===== config.mk =====
export PLATFORM = sky130hd
export DESIGN_NAME = soc_system_onchip_ram_burst_bridge
export DESIGN_NICKNAME = d
export VERILOG_FILES = /design/src/rtl/soc_system_onchip_ram_pkg.sv /design/src/rtl/soc_system_onchip_ram_rd_pipe.sv /design/src/rtl/soc_system_onchip_ram_burst_bridge.sv
export SDC_FILE = /design/constraint.sdc
export NUM_CORES = 1
export LEC_CHECK = 0
export BUFFER_PORTS_ARGS = -buffer_cell sky130_fd_sc_hd__buf_4
export CAP_MARGIN = 20
export CORE_MARGIN = 10
export CORE_UTILIZATION = 48
export DETAILED_ROUTE_END_ITERATION = 12
export GPL_TIMING_DRIVEN = 0
export PLACE_DENSITY = 0.81
export SLEW_MARGIN = 20
export SYNTH_ARGS = -nofsm -noshare
export SYNTH_HDL_FRONTEND = slang
export SYNTH_SLANG_ARGS = --single-unit

===== constraint.sdc =====
create_clock -name clk -period 3.38 [get_ports clk]
set_input_delay 0.169 -clock clk [delete_from_list [all_inputs] [get_ports clk]]
set_output_delay 0.169 -clock clk [all_outputs]
set_load 0.005 [all_outputs]

===== src/rtl/soc_system_onchip_ram_pkg.sv =====
// Shared types, constants and helpers for the on-chip RAM burst bridge.
package soc_system_onchip_ram_pkg;

   typedef enum logic [1:0] {
      StIdle,
      StRdBurst,
      StWrBurst
   } state_e;

   localparam int unsigned MAX_BURST    = 16;
   // Beats returned this many cycles after the command is accepted
   localparam int unsigned READ_LATENCY = 3;

   // Word address plus one, wrapped modulo 2^width
   function automatic logic [31:0] addr_inc(input logic [31:0] addr, input int unsigned width);
      logic [31:0] mask;
      mask = (32'd1 << width) - 32'd1;
      return (addr + 32'd1) & mask;
   endfunction

endpackage


===== src/rtl/soc_system_onchip_ram_rd_pipe.sv =====
// Read return path: tracks in-flight read beats and captures RAM q into s_readdata.
module soc_system_onchip_ram_rd_pipe
   import soc_system_onchip_ram_pkg::*;
#(
   parameter int unsigned DATA_W = 64
) (
   input  logic              clk,
   input  logic              reset_n,
   input  logic              issue_i,       // a read beat is loaded onto m_* at this edge
   input  logic [DATA_W-1:0] m_readdata_i,
   output logic [DATA_W-1:0] s_readdata_o,
   output logic              s_readdatavalid_o
);

   // valid_q[0]: address on RAM, [1]: RAM q valid, [2]: s_readdata valid
   logic [READ_LATENCY-1:0] valid_q, valid_d;
   logic [DATA_W-1:0]       data_q, data_d;

   // Shift the valid token and capture q when it is known to be valid
   always_comb begin
      valid_d = {valid_q[READ_LATENCY-2:0], issue_i};
      data_d  = data_q;
      if (valid_q[READ_LATENCY-2]) begin
         data_d = m_readdata_i;
      end
   end

   // Pipeline state; reset drops any beats still in flight
   always_ff @(posedge clk or negedge reset_n) begin
      if (!reset_n) begin
         valid_q <= '0;
         data_q  <= '0;
      end else begin
         valid_q <= valid_d;
         data_q  <= data_d;
      end
   end

   assign s_readdata_o      = data_q;
   assign s_readdatavalid_o = valid_q[READ_LATENCY-1];

endmodule


===== src/rtl/soc_system_onchip_ram_burst_bridge.sv =====
// Avalon-MM burst slave that replays each burst as one registered RAM access per cycle.
module soc_system_onchip_ram_burst_bridge
   import soc_system_onchip_ram_pkg::*;
#(
   parameter int unsigned ADDR_W  = 10,
   parameter int unsigned DATA_W  = 64,
   parameter int unsigned BE_W    = 8,
   parameter int unsigned BURST_W = 5
) (
   input  logic               clk,
   input  logic               reset_n,
   input  logic [ADDR_W-1:0]  s_address,
   input  logic [BURST_W-1:0] s_burstcount,
   input  logic               s_read,
   input  logic               s_write,
   input  logic [DATA_W-1:0]  s_writedata,
   input  logic [BE_W-1:0]    s_byteenable,
   output logic               s_waitrequest,
   output logic [DATA_W-1:0]  s_readdata,
   output logic               s_readdatavalid,
   output logic               err_proto,
   output logic [ADDR_W-1:0]  m_address,
   output logic [BE_W-1:0]    m_byteenable,
   output logic               m_chipselect,
   output logic               m_write,
   output logic [DATA_W-1:0]  m_writedata,
   output logic               m_clken,
   input  logic [DATA_W-1:0]  m_readdata
);

   state_e             state_q, state_d;
   logic [ADDR_W-1:0]  addr_q, addr_d;
   logic [BURST_W-1:0] remaining_q, remaining_d;
   logic               clken_q;
   logic               err_q, err_d;

   logic [ADDR_W-1:0]  m_address_q, m_address_d;
   logic [BE_W-1:0]    m_byteenable_q, m_byteenable_d;
   logic               m_chipselect_q, m_chipselect_d;
   logic               m_write_q, m_write_d;
   logic [DATA_W-1:0]  m_writedata_q, m_writedata_d;

   logic [BURST_W-1:0] count;
   logic               count_err;
   logic [ADDR_W-1:0]  s_addr_next, addr_next;

   assign s_addr_next = ADDR_W'(addr_inc(32'(s_address), ADDR_W));
   assign addr_next   = ADDR_W'(addr_inc(32'(addr_q), ADDR_W));

   // Normalise burstcount: 0 means one beat, oversize bursts are clamped and flagged
   always_comb begin
      count     = s_burstcount;
      count_err = 1'b0;
      if (s_burstcount == '0) begin
         count = BURST_W'(1);
      end else if (s_burstcount > BURST_W'(MAX_BURST)) begin
         count     = BURST_W'(MAX_BURST);
         count_err = 1'b1;
      end
   end

   // Next state and the next RAM-side beat; chipselect/write default low (idle cycle)
   always_comb begin
      state_d        = state_q;
      addr_d         = addr_q;
      remaining_d    = remaining_q;
      err_d          = err_q;
      m_address_d    = m_address_q;
      m_byteenable_d = m_byteenable_q;
      m_writedata_d  = m_writedata_q;
      m_chipselect_d = 1'b0;
      m_write_d      = 1'b0;
      unique case (state_q)
         StIdle: begin
            if (clken_q) begin
               // A write wins when both commands are presented
               if (s_write) begin
                  m_address_d    = s_address;
                  m_byteenable_d = s_byteenable;
                  m_writedata_d  = s_writedata;
                  m_chipselect_d = 1'b1;
                  m_write_d      = 1'b1;
                  addr_d         = s_addr_next;
                  remaining_d    = count - BURST_W'(1);
                  if (count > BURST_W'(1)) begin
                     state_d = StWrBurst;
                  end
                  if (s_read || count_err) begin
                     err_d = 1'b1;
                  end
               end else if (s_read) begin
                  m_address_d    = s_address;
                  m_byteenable_d = '1;
                  m_chipselect_d = 1'b1;
                  addr_d         = s_addr_next;
                  remaining_d    = count - BURST_W'(1);
                  if (count > BURST_W'(1)) begin
                     state_d = StRdBurst;
                  end
                  if (count_err) begin
                     err_d = 1'b1;
                  end
               end
            end
         end
         StRdBurst: begin
            m_address_d    = addr_q;
            m_byteenable_d = '1;
            m_chipselect_d = 1'b1;
            addr_d         = addr_next;
            remaining_d    = remaining_q - BURST_W'(1);
            if (remaining_q == BURST_W'(1)) begin
               state_d = StIdle;
            end
         end
         StWrBurst: begin
            if (s_read) begin
               err_d = 1'b1;
            end
            if (s_write) begin
               m_address_d    = addr_q;
               m_byteenable_d = s_byteenable;
               m_writedata_d  = s_writedata;
               m_chipselect_d = 1'b1;
               m_write_d      = 1'b1;
               addr_d         = addr_next;
               remaining_d    = remaining_q - BURST_W'(1);
               if (remaining_q == BURST_W'(1)) begin
                  state_d = StIdle;
               end
            end
         end
         default: begin
            state_d = StIdle;
         end
      endcase
   end

   // Control and RAM-side output registers
   always_ff @(posedge clk or negedge reset_n) begin
      if (!reset_n) begin
         state_q        <= StIdle;
         addr_q         <= '0;
         remaining_q    <= '0;
         clken_q        <= 1'b0;
         err_q          <= 1'b0;
         m_address_q    <= '0;
         m_byteenable_q <= '0;
         m_chipselect_q <= 1'b0;
         m_write_q      <= 1'b0;
         m_writedata_q  <= '0;
      end else begin
         state_q        <= state_d;
         addr_q         <= addr_d;
         remaining_q    <= remaining_d;
         clken_q        <= 1'b1;
         err_q          <= err_d;
         m_address_q    <= m_address_d;
         m_byteenable_q <= m_byteenable_d;
         m_chipselect_q <= m_chipselect_d;
         m_write_q      <= m_write_d;
         m_writedata_q  <= m_writedata_d;
      end
   end

   soc_system_onchip_ram_rd_pipe #(
      .DATA_W (DATA_W)
   ) u_rd_pipe (
      .clk               (clk),
      .reset_n           (reset_n),
      .issue_i           (m_chipselect_d & ~m_write_d),
      .m_readdata_i      (m_readdata),
      .s_readdata_o      (s_readdata),
      .s_readdatavalid_o (s_readdatavalid)
   );

   // Held off until the first clock after reset, and for the whole read burst
   assign s_waitrequest = ~clken_q | (state_q == StRdBurst);
   assign err_proto     = err_q;
   assign m_clken       = clken_q;
   assign m_address     = m_address_q;
   assign m_byteenable  = m_byteenable_q;
   assign m_chipselect  = m_chipselect_q;
   assign m_write       = m_write_q;
   assign m_writedata   = m_writedata_q;

endmodule


==> results.py <==
metrics = {
    "synthesis": {
        "synth.top_cells.by_area": "dfrtp_1, mux2_2, a21oi_1, ha_1, nand2_1",
        "avgSynthCellArea_um2": 13.5,
        "yosysSeqAreaShare": 0.605,
        "ys_ff_latch": 170,
        "synth.most_common_cell": "dfrtp_1",
        "synthArstFlopShare": 1.00,
        "yosysWarnings": 0,
        "ys_types": 44,
        "ys_top_cells_by_count": "dfrtp_1, mux2_2, a21oi_1",
        "syn_inst": 522,
        "yosysTopAreaCell": "dfrtp_1",
        "synth_edf_count": 0,
        "synth.top_cell.area_share": 0.605,
        "ys.flop_type": "dfrtp_1",
        "synth_area_um2": 7040,
        "synth_nets": 686,
    },
    "critical_path": {
        "rr_startpoint": "state_q[0]",
        "reg2reg_slack_ns": 0.26,
        "r2r_end": "addr_q[8]",
        "critPathKind": "flip-flop to flip-flop",
        "arrival_ns": 3.47,
        "rr_worst_depth": 12,
        "cp_max_fo": 10,
        "critPathLaunchType": "flip-flop",
        "crit_path_end_kind": "flip-flop",
        "cp.required_ns": 3.72,
    },
    "floorplanning": {
        "die_w_um": 141,
        "row_count": 44,
        "ioPinCount": 307,
        "core-area_um2": 14400,
        "dieArea_um2": 19900,
        "start_util": 0.488,
        "die_h_um": 141,
    },
    "grt": {
        "antenna_found_initial": 0,
        "grt_pass1_wl_um": 41500,
        "grt_max_degree": 107,
        "grt_usage": 0.265,
        "grt_pass1_vias": 7013,
        "grt_overflow": 0,
    },
    "clock_tree": {
        "clk_path_buf_depth": 2,
        "cts_tree": "yes",
        "cts_max_level": 4,
        "clock_latency_ns": 0.42,
        "cts_root_buffer": "clkbuf_16",
        "postCtsSetupBuffers": 0,
        "clk_pin_slew_worst_paths_ns": 0.07,
        "cts_made_buffers": 17,
        "cts.sinks": 170,
    },
    "placed_design": {
        "port-buffer-count": 306,
        "placed_area_um2": 9600,
        "dpl.hpwl_um": 17100,
        "dp_slack_ns": 0.321,
        "gp_congestion": 0.925,
        "dp_cells": 1013,
    },
    "worst_hold_path": {
        "min_to": "u_rd_pipe.s_readdata_o[15]",
        "hold_class": "input port to flip-flop",
        "whs_path_depth": 2,
        "hold_path_startpoint": "m_readdata[15]",
    },
    "routing": {
        "drtIter0Drc": 366,
        "drt-pass1-iter-count": 5,
        "wire_per_inst_um": 22.9,
        "wl_um": 26900,
        "via_per_inst": 5.30,
        "num_vias": 6208,
        "route.antenna.remaining_nets": 0,
        "drcViolationCount": 0,
    },
    "layout": {
        "fin_nets": 1139,
        "instances_no_fill": 1172,
        "area_delta_synth_final_pct": 62.7,
        "finalInstanceArea_um2": 11400,
        "antenna_cells": 0,
        "drive_above_1_share": 0.494,
    },
    "timing": {
        "hold_violations": 0,
        "setup_viol": 0,
        "min_period_over_period": 0.924,
        "max_slew_margin": 0.345,
        "fin_skew_ns": 0.0157,
        "drv_slew": 0,
        "setup-tns-final_ns": 0,
        "period_minus_slack_ns": 3.12,
        "fmax_mhz": 320,
        "rsz0062_at_grt": "false",
        "tightest_slew_ns": 0.983,
        "setup_ws_ns": 0.258,
    },
    "pwr": {
        "leakage_nw": 5.36,
        "peakVddDrop_uv": 608,
        "powerDensity_nw_per_um2": 910,
        "power_mw": 10.4,
    },
    "run": {
        "max_cap_viol_count": 0,
    },
    "outcome": {
        "status": "finished, final reports clean",
    },
}
-- sequential cells by signal, summed over array words and instances (netlist names) --
signal                  count
u_rd_pipe.valid_q           3
addr_q                     10
u_rd_pipe.s_readdata_o     64
m_writedata                64
state_q                     2
m_address                  10
m_chipselect                1
err_proto                   1
remaining_q                 5
m_write                     1
m_byteenable                8
m_clken                     1
-- metrics by stage --
step                hold WS, ns  utilization
floorplan                -0.127            -
global placement          0.333        0.663
detailed placement        0.159        0.665
CTS                     0.00131        0.793
global route            0.00366        0.794
finish                   0.0114        0.794
-- critical path, cell delays in order (launching register included) --
cell and delay (ns):
dfrtp_1 0.40, inv_1 0.08, ha_1 0.34, buf_6 0.16, buf_4 0.17, buf_2 0.31
mux2_2 0.23, ha_1 0.24, nand4b_1 0.16, a222oi_1 0.52, xor2_1 0.21, o22ai_1 0.10
a21oi_1 0.13
-- per-layer routing --
| layer | share of wire | vias to the layer above | wire length (um) | track usage |
|---|---|---|---|---|
| li1 | - | 2754 | - | - |
| met1 | 0.36 | 3079 | 9700 | 0.289 |
| met2 | 0.52 | 319 | 13900 | 0.462 |
| met3 | 0.087 | 56 | 2330 | 0.0887 |
| met4 | 0.036 | 0 | 980 | 0.110 |
| met5 | 0 | - | 0 | 0 |
-- placed cells by master (no fill, tap or decap), types with 2 or more instances in the layout --
cell,synthesis,layout
and4_1,2,2
inv_6,0,2
nand3b_1,4,4
mux2_2,132,132
nand2b_1,6,6
clkinv_2,0,3
nor2_1,23,23
mux2i_1,8,8
o41ai_1,2,2
a222oi_1,2,2
dfrtp_1,170,170
dlygate4sd3_1,0,127
nor3_1,4,4
a21oi_1,33,33
clkbuf_1,12,14
bufinv_16,0,2
inv_1,9,9
xnor2_1,3,3
buf_2,11,11
nand3_1,12,12
clkinvlp_4,0,3
clkinv_4,0,2
nand4_1,2,2
o221a_2,2,2
ha_1,9,9
o22ai_1,5,5
buf_4,1,306
a221o_1,2,2
xor2_1,5,5
clkbuf_16,0,17
o21ai_0,17,17
nand2_1,26,26
a21o_1,2,2
-- area by class of cell --
| type | instances | area [um^2] |
|---|---|---|
| Fill cell | 792 | 2980 |
| Timing Repair Buffer | 434 | 3600 |
| Multi-Input combinational cell | 318 | 2630 |
| Clock inverter | 13 | 144 |
| Clock buffer | 19 | 433 |
| Tap cell | 184 | 230 |
| Sequential cell | 170 | 4250 |
| Inverter | 9 | 33.8 |
| Buffer | 25 | 119 |
-- cells by family (layout without fill, tap and decap cells) --
group / Yosys count / in the layout / synth area share
muxes: 140 / 140 / 0.223
DFF: 170 / 170 / 0.605
AOI/OAI and AO/OA: 72 / 72 / 0.0612
buffers and inverters: 34 / 500 / 0.0217
adders and majority gates: 9 / 9 / 0.0160
xor gates and xnor gates: 8 / 8 / 0.00996
other: 1 / 1 / 0.000533
and+or+nand+nor: 88 / 88 / 0.0633
-- where the power goes --
part | switching [mW] | internal [mW]
sequential | 0.737 | 3.07
clock | 0.843 | 1.10
combinational | 2.09 | 2.58
total | 3.67 | 6.75
-- worst max path at each step --
stage,startpoint,to,slack (ns),cells past startpoint
finish,state_q[0],addr_q[8],0.26,12
detailed placement,state_q[0],addr_q[8],0.32,12
global placement,state_q[0],addr_q[8],0.44,12
floorplan,state_q[0],addr_q[8],0.73,12
global route,state_q[0],addr_q[8],0.07,12
CTS,state_q[0],addr_q[8],0.31,12
-- what timing repair did --
item | in CTS | in global routing
resized for setup | 0 | 0
endpoints found under the hold margin | 189 | 1
hold buffers | 126 | 1
No activity file was read; power rests on OpenSTA's default activity.
